<file path="config.mk">
export PLATFORM = sky130hd
export DESIGN_NAME = timing_impairment_sequencer
export DESIGN_NICKNAME = d
export VERILOG_FILES = /design/src/rtl/timing_imp_pkg.sv /design/src/rtl/timing_impairment_sequencer_lfsr.sv /design/src/rtl/timing_impairment_sequencer.sv
export SDC_FILE = /design/constraint.sdc
export NUM_CORES = 2
export LEC_CHECK = 0
export BUFFER_PORTS_ARGS = -buffer_cell sky130_fd_sc_hd__buf_2
export CORE_ASPECT_RATIO = 0.75
export CORE_UTILIZATION = 25
export DETAILED_ROUTE_END_ITERATION = 8
export GPL_ROUTABILITY_DRIVEN = 0
export PLACE_DENSITY = 0.44
export SYNTH_ARGS = -nofsm -noshare
export SYNTH_HDL_FRONTEND = slang
export SYNTH_SLANG_ARGS = --single-unit
</file>
<file path="constraint.sdc">
create_clock -name clk -period 28.8 [get_ports clk]
set_input_delay 4.32 -clock clk [delete_from_list [all_inputs] [get_ports clk]]
set_output_delay 4.32 -clock clk [all_outputs]
set_load 0.02 [all_outputs]
</file>
<file path="src/rtl/timing_imp_pkg.sv">
// timing_imp_pkg: shared types and constants for the timing impairment sequencer
package timing_imp_pkg;
    localparam int SEG_OFF_W   = 16;
    localparam int SEG_DRIFT_W = 32;
    localparam int SEG_LEN_W   = 24;
    localparam logic [15:0] LFSR_SEED = 16'hACE1;
    localparam logic [15:0] LFSR_TAPS = 16'hB400;
    typedef enum logic [1:0] {IDLE, RUN, DONE} state_t;
    typedef struct packed {
        logic [SEG_OFF_W-1:0]   offset;
        logic [SEG_DRIFT_W-1:0] drift;
        logic [SEG_LEN_W-1:0]   len;
        logic                   reload;
    } seg_t;
endpackage

</file>
<file path="src/rtl/timing_impairment_sequencer_lfsr.sv">
// imp_lfsr16: 16-bit Galois right-shift LFSR; ports: clk, reset, en (advance), state (current value)
module imp_lfsr16
    import timing_imp_pkg::*;
(
    input  logic        clk,
    input  logic        reset,
    input  logic        en,
    output logic [15:0] state
);
    logic [15:0] state_q, state_d;
    always_comb state_d = en ? ((state_q >> 1) ^ (state_q[0] ? LFSR_TAPS : 16'h0)) : state_q;
    always_ff @(posedge clk or posedge reset)
        if (reset) state_q <= LFSR_SEED;
        else       state_q <= state_d;
    assign state = state_q;
endmodule

</file>
<file path="src/rtl/timing_impairment_sequencer.sv">
// timing_impairment_sequencer: steps a segment table to emit one fractional offset mu per sample
// ports: cfg_* table write, num_seg_m1/loop_en/jitter_shift profile control, start/stop/sample_en,
//        mu_out/mu_valid result, seg_idx/seg_start/busy/done status
module timing_impairment_sequencer
    import timing_imp_pkg::*;
#(
    parameter int NUM_SEG = 8,
    parameter int MU_W    = 16,
    parameter int ACC_W   = 32,
    parameter int LEN_W   = 24
) (
    input  logic                       clk,
    input  logic                       reset,
    input  logic                       cfg_we,
    input  logic [$clog2(NUM_SEG)-1:0] cfg_addr,
    input  logic [MU_W-1:0]            cfg_offset,
    input  logic [ACC_W-1:0]           cfg_drift,
    input  logic [LEN_W-1:0]           cfg_len,
    input  logic                       cfg_reload,
    input  logic [$clog2(NUM_SEG)-1:0] num_seg_m1,
    input  logic                       loop_en,
    input  logic [3:0]                 jitter_shift,
    input  logic                       start,
    input  logic                       stop,
    input  logic                       sample_en,
    output logic [MU_W-1:0]            mu_out,
    output logic                       mu_valid,
    output logic [$clog2(NUM_SEG)-1:0] seg_idx,
    output logic                       seg_start,
    output logic                       busy,
    output logic                       done
);
    localparam int IW = $clog2(NUM_SEG);
    seg_t tbl_q [NUM_SEG];
    seg_t tbl_d [NUM_SEG];
    seg_t cur;
    state_t state_q, state_d;
    logic [ACC_W-1:0] acc_q, acc_d, drift_q, drift_d;
    logic [LEN_W-1:0] cnt_q, cnt_d;
    logic [MU_W-1:0] mu_q, mu_d, jit;
    logic mu_valid_q, mu_valid_d, seg_start_q, seg_start_d;
    logic [IW-1:0] seg_idx_q, seg_idx_d, ld_idx;
    logic [15:0] lfsr;
    logic signed [MU_W-1:0] lfsr_ext, jit_sh;
    logic emit, seg_last, ld;

    imp_lfsr16 u_lfsr (.clk(clk), .reset(reset), .en(emit), .state(lfsr));

    // kept separate from the mux so the shift stays arithmetic
    assign lfsr_ext = MU_W'($signed(lfsr));
    assign jit_sh   = lfsr_ext >>> jitter_shift;
    assign jit      = (jitter_shift == 4'd0) ? '0 : jit_sh;

    assign emit     = !stop && state_q == RUN && sample_en;
    assign seg_last = emit && cnt_q == LEN_W'(1);

    // a segment load happens on start, or on the last sample of a segment so no sample is skipped
    always_comb begin
        ld = 1'b0;
        ld_idx = '0;
        if (!stop && state_q != RUN) ld = start;
        else if (seg_last) begin
            ld = (seg_idx_q != num_seg_m1) || loop_en;
            ld_idx = (seg_idx_q != num_seg_m1) ? seg_idx_q + IW'(1) : '0;
        end
    end
    assign cur = tbl_q[ld_idx];

    always_comb begin
        state_d = state_q;
        if (stop) state_d = IDLE;
        else if (state_q != RUN) state_d = start ? RUN : state_q;
        else if (seg_last && seg_idx_q == num_seg_m1 && !loop_en) state_d = DONE;
    end

    always_comb begin
        tbl_d = tbl_q;
        if (cfg_we && int'(cfg_addr) < NUM_SEG) tbl_d[cfg_addr] = '{cfg_offset, cfg_drift, cfg_len, cfg_reload};
        acc_d = acc_q;
        cnt_d = cnt_q;
        drift_d = drift_q;
        mu_d = mu_q;
        mu_valid_d = 1'b0;
        seg_idx_d = seg_idx_q;
        seg_start_d = ld;
        if (emit) begin
            mu_d = acc_q[ACC_W-1 -: MU_W] + jit;
            mu_valid_d = 1'b1;
            acc_d = acc_q + drift_q;
            cnt_d = cnt_q - LEN_W'(1);
        end
        if (ld) begin
            seg_idx_d = ld_idx;
            cnt_d = (cur.len == '0) ? LEN_W'(1) : cur.len;
            drift_d = cur.drift;
            if (cur.reload) acc_d = {cur.offset, (ACC_W-MU_W)'(0)};
        end
    end

    always_ff @(posedge clk or posedge reset)
        if (reset) state_q <= IDLE;
        else       state_q <= state_d;

    always_ff @(posedge clk or posedge reset)
        if (reset) begin
            for (int i = 0; i < NUM_SEG; i++) tbl_q[i] <= '0;
            acc_q <= '0;
            cnt_q <= '0;
            drift_q <= '0;
            mu_q <= '0;
            mu_valid_q <= 1'b0;
            seg_idx_q <= '0;
            seg_start_q <= 1'b0;
        end else begin
            tbl_q <= tbl_d;
            acc_q <= acc_d;
            cnt_q <= cnt_d;
            drift_q <= drift_d;
            mu_q <= mu_d;
            mu_valid_q <= mu_valid_d;
            seg_idx_q <= seg_idx_d;
            seg_start_q <= seg_start_d;
        end

    assign mu_out    = mu_q;
    assign mu_valid  = mu_valid_q;
    assign seg_idx   = seg_idx_q;
    assign seg_start = seg_start_q;
    assign busy      = state_q == RUN;
    assign done      = state_q == DONE;
endmodule

</file>
==> summary.md <==
| Metric | Value |
|---|---|
| Met2 WL | `43.0 mm` |
| Hold Crit Class | `reg -> reg` |
| Die W | `426 microns` |
| DRC errors left | `0` |
| Simple-gate portion of the synthesized area | `0.0774` |
| Post-DRT Antenna Nets | `0` |
| Netlist Area Pre-Place | `33700 sq um` |
| Main combinational cell family by area after synthesis | `multiplexers` |
| Top delay family on crit path | `compound AO/OA/AOI/OAI gates` |
| Pre-antenna DRT Iters | `5` |
| Worst slew pin tran | `1.12 ns` |
| FILL cells | `13800` |
| Commonest non-fill, non-tap cells in the layout | `dfrtp_1, mux2_2, nand2_1` |
| H-tree level count | `3` |
| Post-synth EDFFs | `0` |
| Startpoint Class | `primary input` |
| Cts repair resizes | `0` |
| Sequential fraction of the synthesis area | `0.528` |
| Finished Layout Cells | `4734` |
| CTS tree | `yes` |
| Async SR Flop Fraction | `1.00` |
| Max-cap violations | `0` |
| Xor/xnor share of the synthesized area | `0.0164` |
| First-pass GRT wire length | `156 mm` |
| Data required, critical path | `29.34 ns` |
| Slowest-stage cell, CP | `o311ai_0` |
| Final core utilization | `0.290` |
| Initial antenna violation count | `29` |
| Routed vias | `22900` |
| Routed wire per std cell | `21.3 microns` |
| Clock Latency Late Sink | `0.67 ns` |
| Final Slew Violations | `0` |
| Area of the core | `134000 sq um` |
| Adder-cell share of the synthesized area | `0.0194` |
| Top Metal Used | `met5` |
| Synthesized Nets | `2994` |
| Clock Path Buffers | `3` |
| Avg Inst Size Synth | `11.8 sq um` |
| Sink Count | `711` |
| Design area | `38700 sq um` |
| Clk slew on worst S/H paths | `0.06 ns` |
| Crit path max fanout | `21` |
| Setup WS pre-CTS | `19.89 ns` |
| Fin crit period | `8.16 ns` |
| Crit Path Class | `in -> reg` |
| Setup TNS | `0 ns` |
| Routed vias/inst | `4.84` |
| PwrDens | `80.1 nW/um^2` |
| Primary FF master, synth | `dfrtp_1` |
| Status | `finished clean` |
| Mux contribution to synthesized area | `0.227` |
| Layout area overhead | `15.0%` |
| Remaining Overflow, GRT | `0` |
| #FFs+latches synth | `711` |
| WL final | `101 mm` |
| RSZ-0062 raised after global routing | `no` |
| Nets@finish | `3045` |
| DRT met1 WL | `51.6 mm` |
| Final hold viol count | `0` |
| Vias in the first global route | `23400` |
| Leakage Power | `0.0167 uW` |
| Critical path arrival | `8.70 ns` |
| Compound-gate portion of the synthesized area | `0.106` |
| Number of setup buffers added after CTS | `0` |
| Num CTS Buffers | `78` |
| Area of the die | `136000 sq um` |
| Row count | `116` |
| Yosys cell types | `64` |
| Top Ports | `113` |
| Placed cell count | `4594` |
| Critical path endpoint category | `flip-flop` |
| Final worst setup slack | `20.64 ns` |
| Largest net degree at the start of global routing | `160` |
| Crit-path cells | `buf_2 -> mux2_2 -> mux2_2 -> a21oi_1 -> mux2i_1 -> ha_1 -> inv_1 -> fa_1 -> nor2b_1 -> o21ai_0 -> a21oi_1 -> o21ai_0 -> a21oi_1 -> o21ai_0 -> a21boi_0 -> o311ai_0 -> a311oi_1 -> or3_1 -> a31o_2` |
| Setup Viol. Count Final | `0` |
| Initial Util | `0.252` |
| Max VDD drop | `0.0460 mV` |
| CTS Hold Bufs | `0` |
| Buffer and inverter count on the worst path | `2` |
| Fmax | `122 MHz` |
| Root buffer cell | `clkbuf_16` |
| Leading cell type in the layout, fill and taps excluded | `dfrtp_1` |
| Syn. warnings | `0` |
| Detailed placement HPWL | `61.6 mm` |
| Worst rel slew slack | `0.255` |
| Drt first-iter violations | `1630` |
| Layout cell share with drive strength beyond 1 | `0.313` |
| Placed cell area | `36200 sq um` |
| Input/output buffers | `112` |
| CP peak stage delay | `0.56 ns` |
| Routed wl met3 | `3.86 mm` |
| Die Ht | `320 microns` |
| Total global-route track usage | `0.149` |
| Clk_skew | `0.0221 ns` |
| Tcrit/Tclk final | `0.283` |
| Cells after Synth | `2853` |
[worst register-to-register path, delay by kind of cell (launching register included)]
family	cells	cell delay (ns)
DFF	1	0.42
buffers and inverters	2	1.06
AOI/OAI and AO/OA	2	0.31
muxes	1	0.29
and+or+nand+nor	8	2.97
[path summary, 6_finish.rpt]
| kind | slack, ns | cells past startpoint | endpoint | from |
|---|---|---|---|---|
| worst max register to register | 23.67 | 13 | acc_q[24]$_DFF_PP0_ | cnt_q[4]$_DFFE_PP0P_ |
| max in group asynchronous | 22.70 | 4 | tbl_q[394]$_DFFE_PP0P_ | reset |
| worst min register to register | 0.47 | 2 | mu_out[11]$_DFFE_PP0N_ | mu_out[11]$_DFFE_PP0N_ |
| worst min-delay path | 0.47 | 2 | mu_out[11]$_DFFE_PP0N_ | mu_out[11]$_DFFE_PP0N_ |
| worst max-delay path | 20.64 | 19 | mu_out[14]$_DFFE_PP0N_ | jitter_shift[1] |
| min in group asynchronous | 3.76 | 2 | state_q[0]$_DFFE_PP0P_ | reset |
[where the power goes]
part	switching, uW	total, uW	leakage [uW]	internal, uW
Sequential	162	1400	0.00857	1240
Combinational	339	683	0.00689	344
Clock	433	1020	0.00127	586
Total	934	3100	0.0167	2170
[area by class of cell]
cell class	instances	area (sq um)	share of cell area
antenna	5	12.5	0.000323
timing repair buffer	162	948	0.0245
clock inverter	16	198	0.00510
multi-input combinational	1928	15100	0.390
tap	1770	2210	0.0572
inverter	23	93.8	0.00242
clock buffer	119	2370	0.0611
sequential	711	17800	0.459
[cell usage after synthesis, types with 4 or more instances]
master    count  area, sq um
o21ai_0      66          330
o221ai_1     94          823
and3_1        7         43.8
dfrtp_1     703        17600
a21o_1       21          158
or3_1        14         87.6
mux2_2      605         6810
xnor2_1      46          403
nand3b_1      5         37.5
mux2i_1      79          791
and2_1        6         37.5
a221oi_1     12          105
nand2b_1     12         75.1
a211oi_1     23          173
a21oi_1     144          721
o21a_1       10         75.1
or2_2         6         37.5
clkbuf_1    144          541
nor2_1      152          571
o21ai_1       6         30.0
nor3_1       20          100
nand4b_1      4         35.0
buf_4         6         45.0
nor2b_1      13         81.3
o22ai_1      29          181
o31ai_1       9         67.6
dfstp_2       8          210
nand3_1      67          335
a211o_1      34          298
nor4_1        9         56.3
buf_1        16         60.1
xor2_1       17          149
a31oi_1      56          350
inv_1        22         82.6
nand2_1     269         1010
a22oi_1       7         52.6
buf_2        23          115
ha_1         49          613
[state kept, by name, indices dropped and copies added, names as in the netlist]
register / count
tbl_q: 584
acc_q: 32
drift_q: 32
cnt_q: 24
mu_out: 16
u_lfsr.state: 16
seg_idx: 3
state_q: 2
mu_valid: 1
seg_start: 1
[through the flow]
step | hold slack (ns) | power [uW]
after floorplan | 0.447 | 1890
after global placement | 0.457 | 2100
after detailed placement | 0.471 | 2100
after CTS | 0.481 | 3140
after global routing | 0.504 | 3290
final | 0.474 | 3100
[routing by layer]
metal	vias up	global-route usage
li1	10500	-
met5	-	0
met1	11800	0.226
met2	410	0.217
met3	154	0.0251
met4	6	0.0378
[cells by family after synthesis]
logic type | count (synthesis)
buffers and inverters | 214
adders and majority gates | 51
and+or+nand+nor | 595
muxes | 686
AOI/OAI and AO/OA | 533
DFF | 711
xor gates and xnor gates | 63
Note: power is estimated with default switching activity, not from simulation.
